## config.mk

```make
export PLATFORM = sky130hd
export DESIGN_NAME = decode_hazard_stage
export DESIGN_NICKNAME = d
export VERILOG_FILES = /design/src/rtl/decode_hazard_stage.sv
export SDC_FILE = /design/constraint.sdc
export NUM_CORES = 1
export LEC_CHECK = 0
export BUFFER_PORTS_ARGS = -buffer_cell sky130_fd_sc_hd__buf_2
export CORE_MARGIN = 2
export CORE_UTILIZATION = 50
export DETAILED_ROUTE_END_ITERATION = 16
export GPL_TIMING_DRIVEN = 0
export HOLD_SLACK_MARGIN = 0.15
export PLACE_DENSITY = 0.88
export REMOVE_ABC_BUFFERS = 1
export SETUP_SLACK_MARGIN = 0.4
export SYNTH_ARGS = -nofsm -noshare
export SYNTH_HDL_FRONTEND = slang
export SYNTH_SLANG_ARGS = --single-unit
```

## constraint.sdc

```tcl
create_clock -name clk -period 5.75 [get_ports clk]
set_input_delay 0.575 -clock clk [delete_from_list [all_inputs] [get_ports clk]]
set_output_delay 0.575 -clock clk [all_outputs]
set_load 0.005 [all_outputs]
```

## src/rtl/decode_hazard_stage.sv

```systemverilog
// decode_hazard_stage: registered decode with destination history, forwarding distances and load-use stall
module decode_hazard_stage #(
  parameter int         HIST_DEPTH     = 3,
  parameter bit         LOAD_USE_STALL = 1'b1,
  parameter logic [3:0] LINK_REG       = 4'd15
) (
  input  logic        clk,
  input  logic        rst_n,
  input  logic        in_valid,
  output logic        in_ready,
  input  logic [31:0] in_instr,
  input  logic        flush,
  output logic        out_valid,
  input  logic        out_ready,
  output logic [3:0]  out_op,
  output logic [3:0]  out_rd,
  output logic [3:0]  out_rs,
  output logic [3:0]  out_rt,
  output logic [3:0]  out_func,
  output logic [15:0] out_imm,
  output logic [19:0] out_offs,
  output logic        out_is_valid,
  output logic [3:0]  out_dest,
  output logic        out_dest_en,
  output logic [2:0]  out_fwd_rs,
  output logic [2:0]  out_fwd_rt
);
  logic                       held_q, held_d;
  logic [31:0]                instr_q, instr_d;
  logic [HIST_DEPTH-1:0]      hv_q, hv_d, hl_q, hl_d;
  logic [HIST_DEPTH-1:0][3:0] hd_q, hd_d;
  logic [3:0]                 op, rd, rs, rt, rt_src, dest;
  logic                       rd_rs, rd_rt, wr_rd, wr_lr, is_ld, stall, issue, accept;
  logic [2:0]                 fwd_rs, fwd_rt;

  // split the held word and classify the opcode; stores carry rd on the second source channel
  always_comb begin
    op     = instr_q[31:28];
    rd     = instr_q[27:24];
    rs     = instr_q[23:20];
    rt     = instr_q[19:16];
    rd_rs  = op inside {4'h0, 4'h1, 4'h2, 4'h3, 4'h5, 4'h7, 4'h8, 4'h9, 4'hA, 4'hB};
    rd_rt  = op inside {4'h0, 4'h2, 4'h9};
    rt_src = (op == 4'h9) ? rd : rt;
    wr_rd  = op inside {4'h0, 4'h1, 4'h2, 4'h3, 4'h8};
    wr_lr  = op inside {4'h6, 4'h7};
    is_ld  = op == 4'h8;
    dest   = wr_lr ? LINK_REG : rd;
  end

  // nearest matching history slot wins; register 0 never forwards
  always_comb begin
    fwd_rs = '0;
    fwd_rt = '0;
    for (int i = HIST_DEPTH - 1; i >= 0; i--) begin
      fwd_rs = (held_q && rd_rs && rs != 4'd0 && hv_q[i] && hd_q[i] == rs) ? 3'(i + 1) : fwd_rs;
      fwd_rt = (held_q && rd_rt && rt_src != 4'd0 && hv_q[i] && hd_q[i] == rt_src) ? 3'(i + 1) : fwd_rt;
    end
  end

  assign stall        = LOAD_USE_STALL && hl_q[0] && (fwd_rs == 3'd1 || fwd_rt == 3'd1);
  assign out_valid    = held_q && !stall && !flush;
  assign issue        = out_valid && out_ready;
  assign in_ready     = !flush && (!held_q || issue);
  assign accept       = in_valid && in_ready;
  assign held_d       = !flush && (accept || (held_q && !issue));
  assign instr_d      = accept ? in_instr : instr_q;
  assign out_op       = op;
  assign out_rd       = rd;
  assign out_rs       = rs;
  assign out_rt       = rt;
  assign out_func     = instr_q[3:0];
  assign out_imm      = instr_q[15:0];
  assign out_offs     = instr_q[19:0];
  assign out_is_valid = held_q && !(op inside {4'hC, 4'hD, 4'hE});
  assign out_dest     = dest;
  assign out_dest_en  = held_q && (wr_rd || wr_lr) && dest != 4'd0;
  assign out_fwd_rs   = fwd_rs;
  assign out_fwd_rt   = fwd_rt;

  // history shifts on every advance; a cycle without issue enters as a bubble
  always_comb begin
    hv_d = hv_q;
    hl_d = hl_q;
    hd_d = hd_q;
    if (out_ready) begin
      for (int i = HIST_DEPTH - 1; i > 0; i--) begin
        hv_d[i] = hv_q[i-1];
        hl_d[i] = hl_q[i-1];
        hd_d[i] = hd_q[i-1];
      end
      hv_d[0] = issue && out_dest_en;
      hl_d[0] = issue && is_ld;
      hd_d[0] = dest;
    end
  end

  // decode register and history state
  always_ff @(posedge clk or negedge rst_n) begin
    if (!rst_n) begin
      held_q  <= 1'b0;
      instr_q <= '0;
      hv_q    <= '0;
      hl_q    <= '0;
      hd_q    <= '0;
    end else begin
      held_q  <= held_d;
      instr_q <= instr_d;
      hv_q    <= hv_d;
      hl_q    <= hl_d;
      hd_q    <= hd_d;
    end
  end
endmodule

```

Word-level counts from Yosys, hierarchy flattened
Index checks and enable logic that the tools add are counted.
- add/sub/neg operators: 0
- $mul: 0
- div/mod/pow operators: 0
- order comparisons: 0
- eq/ne operators: 21
- shift operators: 0
- multiplexer cells: 8
- bitwise logic cells: 0
- reductions and logical operators: 47
- operator list (kind ; count):
    logical AND 1 bit ; 29
    == test 4 bit, second input constant ; 7
    == test 4 bit ; 6
    == test 4 x 3 -> 1 bit, second input constant ; 3
    2-to-1 mux 2 bit ; 6
    nonzero test 4 bit ; 3
    nonzero test 10 bit ; 1
    == test 4 x 2 -> 1 bit, second input constant ; 2
    2-to-1 mux 4 bit ; 2
    nonzero test 3 bit ; 2
    logical NOT 1 bit ; 5
    nonzero test 5 bit ; 1
    == test 2 x 1 -> 1 bit, second input constant ; 2
    == test 4 x 1 -> 1 bit, second input constant ; 1
    logical NOT 4 bit ; 1
    logical OR 1 bit ; 4
    nonzero test 2 bit ; 1
- flip-flop bits (word level): 49
- latch bits: 0
- RAM bits: 0
- memory bits (read-only): 0
- input bits: 37
- output and inout bits: 70
- word-level logic and storage cells: 83
- memories: 0

Longest topological paths before layout
Gate-level depths: netlist (run 1).
- depth in word-level cells: 21
- depth in mapped cells: 9
- depth with buffers taken out: 6

Worst setup path before layout (run 1)
Ideal clock, no wire load.
- path kind: register -> output
- from: register instr_q[31]
- to: output port in_ready
- arrival time: 1.868 ns
- data required time: 5.175 ns
- setup slack: 3.307 ns
- cell stages (with the launch flop): 9
- path buffers: 2
- cells stage by stage: dfrtp_1 -> clkbuf_1 -> nor4bb_1 -> buf_2 -> nor4_1 -> a41oi_1 -> a2111oi_4 -> o21a_1 -> o22ai_1
- cells in the longest elaborated chain, start to end: 18
- elaborated cells on any way between the ends: 49
- those cells by class: eq/ne (14); mux (7); reduce/logical (28)
- RTL lines (element ; RTL line ; source):
    start, declared ; 29 ; logic [31:0] instr_q, instr_d;
    start signal, assigned ; 108 ; instr_q <= instr_d;
    == test 4 x 1 -> 1 bit (tied with other cells) ; 42 ; rd_rs = op inside {4'h0, 4'h1, 4'h2, 4'h3, 4'h5, 4'h7, 4'h8, 4'h9, 4'hA, 4'hB};
    nonzero test 10 bit (tied with other cells) ; 42 ;
    logical AND 1 bit (tied with other cells) ; 56 ; fwd_rs = (held_q && rd_rs && rs != 4'd0 && hv_q[i] && hd_q[i] == rs) ? 3'(i + 1) : fwd_rs;
    logical AND 1 bit (on tied branches) (3 in series) ; 56, 57 ;
    2-to-1 mux 2 bit (on tied branches) (3 in series) ; 56, 57 ;
    == test 2 x 1 -> 1 bit ; 61 ; assign stall = LOAD_USE_STALL && hl_q[0] && (fwd_rs == 3'd1 || fwd_rt == 3'd1);
    logical OR 1 bit (*) ; 61 ;
    logical AND 1 bit (*) ; 61 ;
    logical NOT 1 bit (*) ; 62 ; assign out_valid = held_q && !stall && !flush;
    logical AND 1 bit (*) (2 in series) ; 62 ;
    logical AND 1 bit (*) ; 63 ; assign issue = out_valid && out_ready;
    logical OR 1 bit (*) ; 64 ; assign in_ready = !flush && (!held_q || issue);
    logical AND 1 bit (*) ; 64 ;
    end, declared ; 10 ; output logic in_ready,
Mark *: on every way between the ends. The rest lies on a longest branch, timed or not.

Worst setup path after layout (run 1)
- from: register instr_q[28]
- to: output port in_ready
Same word-level chain as after synthesis.

==> summary.txt, run 1 <==
Clock tree
  – Root Driver: clkbuf_8
  – Post-CTS Setup Bufs: 0
  – Clock Path Buffers: 2
  – Num CTS Buffers: 5
  – CTS tree: done
  – Clock Sinks: 49
  – Clock-pin slew on the worst setup and hold paths: 0.09 ns
  – Post_cts resized: 0
  – Clock H-tree levels: 2
  – Worst-Skew Late Latency: 0.30 ns
  – Hold_buf cts: 0

Floorplan
  – Initial Util: 51.12%
  – Core Region: 5439 µm²
  – Die height: 78.57 µm
  – # IOs: 107
  – Row count: 27
  – Die area: 6172 µm²
  – Die X: 78.57 µm

Yosys
  – Syn avg cell area: 11.17 µm²
  – Synth Cell Area: 2780 µm²
  – Seq cells post-synth: 49
  – Top FF cell, synth: dfrtp_1
  – Yosys top cell area share: 44.10%
  – Register area share after synthesis: 44.10%
  – Netlist cell types: 43
  – Area leader, netlist: dfrtp_1
  – Synth top area cells: dfrtp_1 (44%), mux2_1 (12%), buf_4 (7.0%), mux2_2 (5.7%), xor2_1 (4.7%)
  – Post-synth EDFFs: 0
  – Warnings from Yosys: 0
  – Cells after Synth: 249
  – Asr flop ratio synth: 100.0%

Timing
  – Hold Vio Cnt, Final: 0
  – Unrepaired setup endpoints after global routing: no
  – Worst Max-Slew Pin Slew: 1.067 ns
  – Clock Skew: 0.005428 ns
  – Worst setup margin: 2.025 ns
  – Final min period: 3.725 ns
  – Final period utilization: 64.78%
  – Final setup fails: 0
  – Fmax: 268.5 MHz
  – Fin. max-slew vios: 0
  – Max_slew headroom: 27.88%
  – Hold slack: 0.4637 ns
  – TNS Setup: 0 ns

Global routing
  – Vias in the first global route: 2073
  – First-pass GRT wire length: 9873 µm
  – GRT Util Overall: 20.25%
  – Total grt overflow: 0
  – Initial antenna violation count: 0
  – Largest net degree at the start of global routing: 50

Layout
  – Syn-to-layout area delta: 17.64%
  – Commonest non-fill, non-tap cells in the layout: buf_2 (104), dfrtp_1 (49), mux2_1 (30)
  – Finished Layout Cells: 396
  – Fillers: 450
  – Share of cells above drive strength 1: 39.81%
  – Nets: 360
  – Fin util: 60.13%
  – Design area: 3271 µm²
  – Leading cell type in the layout, fill and taps excluded: buf_2
  – Antenna Cells: 0

Critical path
  – Reg2Reg Setup Slack: 2.52 ns
  – Critical Path Start Type: flip-flop
  – Critical path type: flip-flop to primary output
  – Worst reg2reg path endpoint: instr_q[16]$_DFFE_PN0P_
  – Critical Path End Type: primary output
  – CP required: 5.18 ns
  – Worst R2R Start: instr_q[28]$_DFFE_PN0P_
  – Crit path from: instr_q[28]$_DFFE_PN0P_
  – Crit path DAT: 3.15 ns
  – Reg2Reg Depth: 6
  – Max FO, Critical Path: 10

Worst hold path
  – Min-delay worst type: primary input to asynchronous set/reset pin

Power
  – Total power draw: 1.049 mW
  – Comb pwr share: 27.8%
  – Sequential power share: 48.1%
  – Pwr Density: 320.6 nW/µm²
  – P_int: 711.5 µW
  – P_sw: 337.1 µW
  – Clk pwr share: 24.1%
  – Maximum vdd ir drop: 0.1999 mV
  – Switching Share: 32.15%
  – Pleak: 1.515 nW

Route
  – WL per Instance: 15.35 µm
  – ANT nets after route: 0
  – Drt drc: 0
  – Drt initial violations: 115
  – Mean number of vias per cell: 5.265
  – Drt pass-1 iters: 4
  – Final wirelength: 6078 µm
  – Via count: 2085

Placed design
  – Final HPWL DP: 4529 µm
  – Dpl ws: 2.360 ns
  – Dpl cell area: 3154 µm²
  – Port bufs: 104
  – Inst Count DP: 388
  – Gpl congestion: 0.8651

Run
  – Maxcap violations: 0

Outcome
  – Run status: finished clean
## registers in the layout, indices dropped and copies added, names as in the netlist
name     count
hl_q         1
instr_q     32
hv_q         3
held_q       1
hd_q        12
## critical path, cell delays in order, from the launching register on
cell and delay (ns):
dfrtp_1 0.49, nor4bb_1 0.95, a41oi_1 0.36, a2111oi_4 0.56
o21a_1 0.26, o22ai_1 0.10, buf_2 0.13
## cells in the mapped netlist (all sizes together) (3+ instances only)
cell	instances
o22ai	3
o21ai	4
nand2	7
a21oi	7
xnor2	11
o2111ai	3
nand3	4
nor2	10
buf	33
nand2b	6
inv	7
dfrtp	49
clkbuf	6
nor3	6
xor2	15
or3	3
mux2	44
## worst max path at each step
stage | endpoint | slack [ns]
floorplan | instr_q[0]$_DFFE_PN0P_ | 2.59
global placement | instr_q[0]$_DFFE_PN0P_ | 1.88
detailed placement | in_ready | 2.36
finish | in_ready | 2.03
global route | in_ready | 1.68
CTS | in_ready | 2.04
## power groups by stage
stage / Combinational (mW) / Sequential [mW] / Clock [mW]
after floorplan: 0.162 / 0.495 / 0
after global placement: 0.281 / 0.507 / 0
after detailed placement: 0.295 / 0.510 / 0
after CTS: 0.296 / 0.504 / 0.256
after global routing: 0.324 / 0.516 / 0.271
final: 0.292 / 0.504 / 0.253
## logic make-up (layout without fill, tap and decap cells)
kind of cell,Yosys count,after routing,share of synthesized area (%)
xor+xnor,26,26,8.191
simple gates,51,51,10.31
flops,49,49,44.10
other cells,1,2,0.1349
compound gates,30,30,8.146
mux,46,46,18.54
buf+inv,46,120,10.58
## routing by layer
layer  GRT usage (%)  up-vias  wire [µm]
met4           5.789        0         60
met5               0        -          0
met3           5.172        4        401
met1           25.45     1003       2570
met2           34.44       83       3046
li1                -      995          -
## cell type report
cell class | count | area (µm²) | share of cell area (%)
Clock buffer | 7 | 86.33 | 2.640
Timing Repair Buffer | 105 | 540.5 | 16.53
Multi-Input combinational cell | 155 | 1271 | 38.87
Inverter | 7 | 26.28 | 0.8034
Clock inverter | 1 | 30.03 | 0.9181
Tap cell | 72 | 90.09 | 2.754
Sequential cell | 49 | 1226 | 37.49
No activity file was read; power rests on OpenSTA's default activity.
==> run 2: changes to the inputs <==
CORE_UTILIZATION = 44   (was 50)
PLACE_DENSITY = 0.83   (was 0.88)
clock period = 3.3 ns   (was 5.75 ns; I/O delays follow)
==> run 2 against run 1 <==
Net effect: first-iteration DRC count down 42%; sequential share of layout area down 0.41 points; critical path type unchanged; worst hold slack worse by 0.23 ns; sequential cell count unchanged; cell area up 1.5%; setup slack worse by 1.5 ns; sequential power up 76%; largest power group unchanged.
==> summary.txt, run 2 (synthesized netlist as in run 1, its figures left out) <==
Layout
  – Nets: 363 (+0.83%)
  – Biggest regs: instr_q: 32 flops, hd_q: 12 flops, hv_q: 3 flops
  – Share of cells above drive strength 1: 42.51% (+2.7 points)
  – Most flop-heavy register: instr_q
  – Leading cell type in the layout, fill and taps excluded: buf_2
  – Finished Layout Cells: 402 (+1.5%)
  – Commonest non-fill, non-tap cells in the layout: buf_2 (104), dfrtp_1 (45), mux2_1 (30)
  – Design area: 3321 µm² (+1.5%)
  – Syn-to-layout area delta: 19.44%
  – Fin util: 55.11% (-5.0 points)
  – Antenna Cells: 0 (unchanged)
  – Max reg flops: 32 (unchanged)

Clock tree
  – Root Driver: clkbuf_8
  – Clock-pin slew on the worst setup and hold paths: 0.10 ns (about the same)
  – Worst-Skew Late Latency: 0.30 ns (about the same)
  – Clock Path Buffers: 2 (unchanged)
  – Clock Sinks: 49 (unchanged)
  – Clock H-tree levels: 2 (unchanged)
  – Num CTS Buffers: 5 (unchanged)
  – CTS tree: done

Timing
  – Worst setup margin: 0.5121 ns (-1.513 ns)
  – Fin. max-slew vios: 0 (unchanged)
  – Hold Vio Cnt, Final: 0 (unchanged)
  – TNS Setup: 0 ns (unchanged)
  – Worst Max-Slew Pin Slew: 1.107 ns (+0.03979 ns)
  – Final min period: 2.788 ns
  – Fmax: 358.7 MHz
  – Clock Skew: 0.01360 ns (+0.008169 ns)
  – Final period utilization: 84.48%
  – Max_slew headroom: 26.20% (-1.7 points)
  – Final setup fails: 0 (unchanged)
  – Unrepaired setup endpoints after global routing: yes

Critical path
  – Max FO, Critical Path: 10 (unchanged)
  – Critical path type: flip-flop to primary output
  – Critical Path Start Type: flip-flop
  – Worst R2R Start: instr_q[28]$_DFFE_PN0P_
  – Crit path DAT: 2.46 ns (-0.69 ns)
  – Reg2Reg Setup Slack: 0.69 ns (-1.83 ns)
  – Crit path from: instr_q[28]$_DFFE_PN0P_
  – Critical Path End Type: primary output
  – Reg2Reg Depth: 9 (+3)
  – CP required: 2.97 ns (-2.21 ns)

Power
  – Pwr Density: 536.5 nW/µm² (+67%)
  – Maximum vdd ir drop: 0.2892 mV (+45%)
  – Pleak: 1.535 nW (+1.3%)

Route
  – Mean number of vias per cell: 5.279 (+0.26%)
  – Via count: 2122 (+1.8%)
  – Final wirelength: 6283 µm (+3.4%)
  – WL per Instance: 15.63 µm (+1.8%)
  – Drt drc: 0 (unchanged)
  – Drt initial violations: 67 (-42%)
  – Drt pass-1 iters: 4 (unchanged)
  – ANT nets after route: 0 (unchanged)

Placed design
  – Dpl ws: -0.009206 ns (-2.369 ns)
  – Port bufs: 104 (unchanged)
  – Final HPWL DP: 4483 µm (-1.0%)
  – Gpl congestion: 0.8681 (+0.35%)
  – Dpl cell area: 3166 µm² (+0.36%)
  – Inst Count DP: 391 (+0.77%)

Global routing
  – Initial antenna violation count: 0 (unchanged)
  – Total grt overflow: 0 (unchanged)
  – First-pass GRT wire length: 10710 µm (+8.5%)
  – Largest net degree at the start of global routing: 50 (unchanged)
  – GRT Util Overall: 18.85% (-1.4 points)
  – Vias in the first global route: 2185 (+5.4%)

Run
  – Maxcap violations: 0 (unchanged)

Floorplan
  – Row count: 28 (+3.7%)
  – Die area: 6971 µm² (+13%)
  – Initial Util: 46.14% (-5.0 points)
  – Die X: 83.49 µm (+6.3%)
  – # IOs: 107 (unchanged)
  – Core Region: 6026 µm² (+11%)
  – Die height: 83.49 µm (+6.3%)

Outcome
  – Run status: finished clean

Worst hold path
  – Min-delay worst type: primary input to asynchronous set/reset pin
==> run 2: changes by cell type in the layout (fill, tap and decap cells not counted), sizes merged <==
cell | previous run | this run
buf | 105 | 108
clkinv | 0 | 2
bufinv | 1 | 0
clkbuf | 7 | 6
==> run 2: metrics by stage <==
step | hold slack (ns) | power [mW]
detailed placement | 0.4884 | 1.399
global route | 0.2292 | 1.897
floorplan | 0.03441 | 1.145
finish | 0.2296 | 1.781
global placement | 0.4823 | 1.369
CTS | 0.2262 | 1.786
==> run 2: metal layers <==
layer  vias up  share of wire, %  GRT usage (%)  wire length [µm]
li1        997                 -              -                 -
met4         0               1.2          5.865                76
met3         6               6.2          5.045               391
met5         -                 0              0                 0
met2        76                51          33.36              3194
met1      1043                42          22.35              2620
==> run 2: layout make-up <==
type                       instances  area [µm²]
multi-input combinational        155        1303
timing repair buffer             108       570.5
sequential                        49        1231
fill                             533        2705
inverter                           7       26.28
tap                               75       93.84
clock buffer                       6       82.58
clock inverter                     2       13.76
==> run 2: critical path, stage by stage, from the launching register on <==
cell	delay, ns
dfrtp_2	0.49
nor4bb_4	0.21
buf_4	0.17
nor3_1	0.19
o2111ai_1	0.19
a2111oi_4	0.41
o21a_1	0.25
o22ai_1	0.11
buf_2	0.13
==> run 2: repair_timing <==
item,4_1_cts,5_1_grt
gates resized for setup,3,5
setup buffers,2,1
pin swaps,2,1
hold buffers,0,0
endpoints found under the hold margin,0,0
setup endpoints to repair,36,29
==> run 2: final timing paths <==
| kind | end |
|---|---|
| setup / recovery | in_ready |
| hold / removal | hd_q[6]$_DFFE_PN0P_ |
| setup reg to reg | instr_q[18]$_DFFE_PN0P_ |
| hold reg to reg | instr_q[13]$_DFFE_PN0P_ |
| max in group asynchronous | instr_q[31]$_DFFE_PN0P_ |
| min in group clk | instr_q[28]$_DFFE_PN0P_ |
==> run 2: report_power, final <==
| part | switching, mW | total, mW | internal, mW |
|---|---|---|---|
| Clock | 0.205 | 0.375 | 0.170 |
| Sequential | 0.179 | 0.888 | 0.709 |
| Combinational | 0.222 | 0.518 | 0.297 |
==> run 3: changes to the inputs <==
CORE_UTILIZATION = 49   (was 44)
PLACE_DENSITY = 0.87   (was 0.83)
clock period = 2.6 ns   (was 3.3 ns; I/O delays follow)
==> run 3 against run 2 <==
Net effect: setup slack lost 0.36 ns; sequential power grew 27%; utilization grew 14 points; critical path depth is the same; sequential cell count is the same; die area shrank 9.7%; non-clock buffer count grew 19; cell count grew 3.7%; combinational power grew 80%; sequential share of layout area shrank 4.3 points.
==> summary.txt, run 3 (synthesized netlist as in run 1, its figures left out) <==
Floorplan
  – Die area: 6292 µm² (-9.7%)
  – Die height: 79.33 µm (-5.0%)
  – # IOs: 107 (unchanged)
  – Row count: 27 (-3.6%)
  – Die X: 79.33 µm (-5.0%)
  – Core Region: 5507 µm² (-8.6%)
  – Initial Util: 50.49% (+4.4 points)

Layout
  – Area occupied by multi-input gates: 1555 µm² (+19%)
  – Most flop-heavy register: instr_q
  – Share of cells above drive strength 1: 62.32% (+20 points)
  – Fillers: 386 (-28%)
  – Max reg flops: 32 (unchanged)
  – Syn-to-layout area delta: 35.96%
  – Leading cell type in the layout, fill and taps excluded: buf_2
  – Commonest non-fill, non-tap cells in the layout: buf_2 (104), dfrtp_1 (38), mux2_4 (30)
  – Register area: 1240 µm² (+0.71%)
  – Antenna Cells: 0 (unchanged)
  – Biggest regs: instr_q: 32 flops, hd_q: 12 flops, hv_q: 3 flops
  – Nets: 382 (+5.2%)
  – Design area: 3780 µm² (+14%)
  – Finished Layout Cells: 417 (+3.7%)
  – Fin util: 68.64% (+14 points)

Route
  – Final wirelength: 7767 µm (+24%)
  – Max Used Layer: met4
  – Via count: 2310 (+8.9%)
  – ANT nets after route: 0 (unchanged)
  – Drt initial violations: 195 (+190%)
  – Met3 WL: 522 µm (+34%)
  – WL per Instance: 18.63 µm (+19%)
  – Routed wire length on met2: 3940 µm (+23%)
  – Drt drc: 0 (unchanged)
  – Drt pass-1 iters: 4 (unchanged)
  – Metal-1 WL: 3082 µm (+18%)
  – Mean number of vias per cell: 5.540 (+4.9%)

Global routing
  – First-pass GRT wire length: 11630 µm (+8.6%)
  – Total grt overflow: 0 (unchanged)
  – Largest net degree at the start of global routing: 50 (unchanged)
  – Initial antenna violation count: 0 (unchanged)
  – Vias in the first global route: 2301 (+5.3%)
  – GRT Util Overall: 24.02% (+5.2 points)

Timing
  – Clock Skew: 0.01094 ns (-0.002654 ns)
  – Unrepaired setup endpoints after global routing: yes
  – Final period utilization: 94.33%
  – Final setup fails: 0 (unchanged)
  – Worst setup margin: 0.1474 ns (-0.3647 ns)
  – Final min period: 2.453 ns
  – Fmax: 407.7 MHz
  – Worst Max-Slew Pin Slew: 1.090 ns (-0.01729 ns)
  – Fin. max-slew vios: 0 (unchanged)
  – Max_slew headroom: 27.35% (+1.2 points)
  – Hold Vio Cnt, Final: 0 (unchanged)

Critical path
  – CP Cell Sequence: nor4bb_4 > buf_4 > nor4_4 > a41oi_2 > a2111oi_4 > buf_4 > o21bai_1 > buf_2
  – CP required: 2.34 ns (-0.63 ns)
  – Cell family with most CP delay: simple AND/OR/NAND/NOR gates
  – Max FO, Critical Path: 3 (-7)
  – Reg2Reg Setup Slack: 0.15 ns (-0.54 ns)
  – Cell repeated most along the worst path: buf_4
  – Worst Path Buf+Inv: 3 (+1)
  – Critical Path End Type: primary output
  – Crit path DAT: 2.19 ns (-0.27 ns)
  – Worst path max stage delay: 0.42 ns (-0.07 ns)
  – Critical Path Start Type: flip-flop
  – Worst path slowest cell: dfrtp_2
  – Critical path type: flip-flop to primary output

Placed design
  – Gpl congestion: 0.7802 (-10%)
  – Final HPWL DP: 4549 µm (+1.5%)
  – Dpl cell area: 3154 µm² (-0.36%)
  – Port bufs: 104 (unchanged)
  – Inst Count DP: 388 (-0.77%)
  – Dpl ws: -0.6013 ns (-0.5921 ns)

Power
  – Maximum vdd ir drop: 0.4139 mV (+43%)
  – Pwr Density: 666.0 nW/µm² (+24%)
  – Comb pwr share: 37.1% (+8.0 points)
  – Sequential power share: 44.7% (-5.1 points)
  – Total power draw: 2.517 mW (+41%)
  – P_int: 1.652 mW (+41%)
  – P_sw: 864.9 µW (+43%)
  – Pleak: 1.760 nW (+15%)
  – Switching Share: 34.36% (+0.37 points)
  – Clk pwr share: 18.2% (-2.9 points)

Clock tree
  – Hold_buf cts: 0 (unchanged)
  – CTS tree: done
  – Clock Path Buffers: 2 (unchanged)
  – Num CTS Buffers: 5 (unchanged)
  – Worst-Skew Late Latency: 0.31 ns (about the same)
  – Clock Sinks: 49 (unchanged)
  – Clock H-tree levels: 2 (unchanged)
  – Root Driver: clkbuf_8
  – Clock-pin slew on the worst setup and hold paths: 0.09 ns (about the same)

Outcome
  – Run status: finished clean

Run
  – Maxcap violations: 0 (unchanged)

Worst hold path
  – Min-delay worst type: primary input to asynchronous set/reset pin
==> run 3: changes by cell type in the layout (fill, tap and decap cells not counted), moves of 4 or more <==
cell / before / now
mux2_1: 30 / 0
mux2_4: 0 / 30
buf_4: 3 / 14
dfrtp_1: 45 / 38
dfrtp_2: 4 / 11
buf_6: 0 / 5
a21oi_1: 7 / 3
a21oi_2: 0 / 4
==> run 3: path summary, 6_finish.rpt <==
path	end	from	cells past startpoint
setup / recovery	out_fwd_rt[0]	instr_q[28]$_DFFE_PN0P_	8
hold / removal	instr_q[20]$_DFFE_PN0P_	rst_n	1
setup reg to reg	instr_q[31]$_DFFE_PN0P_	instr_q[30]$_DFFE_PN0P_	10
hold reg to reg	instr_q[7]$_DFFE_PN0P_	instr_q[7]$_DFFE_PN0P_	1
max in group asynchronous	hd_q[2]$_DFFE_PN0P_	rst_n	1
min in group clk	instr_q[30]$_DFFE_PN0P_	in_instr[30]	2
==> run 3: through the flow <==
stage,TNS [ns],hold slack (ns)
6_report,0,0.1523
5_1_grt,0,0.1781
4_1_cts,0,0.1728
3_5_place_dp,-20.00,0.4806
3_3_place_gp,-41.81,0.4743
2_1_floorplan,-17.06,-0.03559
==> run 3: final cells by class <==
cell class	count	share of cell area (%)
Clock buffer	7	2.284
Inverter	7	0.6951
Multi-Input combinational cell	155	41.15
Sequential cell	49	32.80
Tap cell	72	2.383
Timing Repair Buffer	127	20.69
==> run 3: repair_timing <==
item | 4_1_cts | 5_1_grt
setup endpoints to repair | 39 | 37
gates resized for setup | 54 | 27
pin swaps | 14 | 8
gates cloned | 2 | 1
setup buffers | 18 | 1
==> run 3: routing by layer <==
layer	up-vias	GRT usage (%)
li1	1034	-
met1	1143	30.30
met2	117	40.93
met3	16	4.318
met4	0	9.483
met5	-	0
==> run 3: power by group through the flow <==
stage / logic (mW) / clock network [mW] / registers, mW
global placement: 0.622 / 0 / 1.12
CTS: 0.848 / 0.457 / 1.11
detailed placement: 0.650 / 0 / 1.13
global route: 0.997 / 0.496 / 1.15
finish: 0.934 / 0.457 / 1.13
floorplan: 0.358 / 0 / 1.10
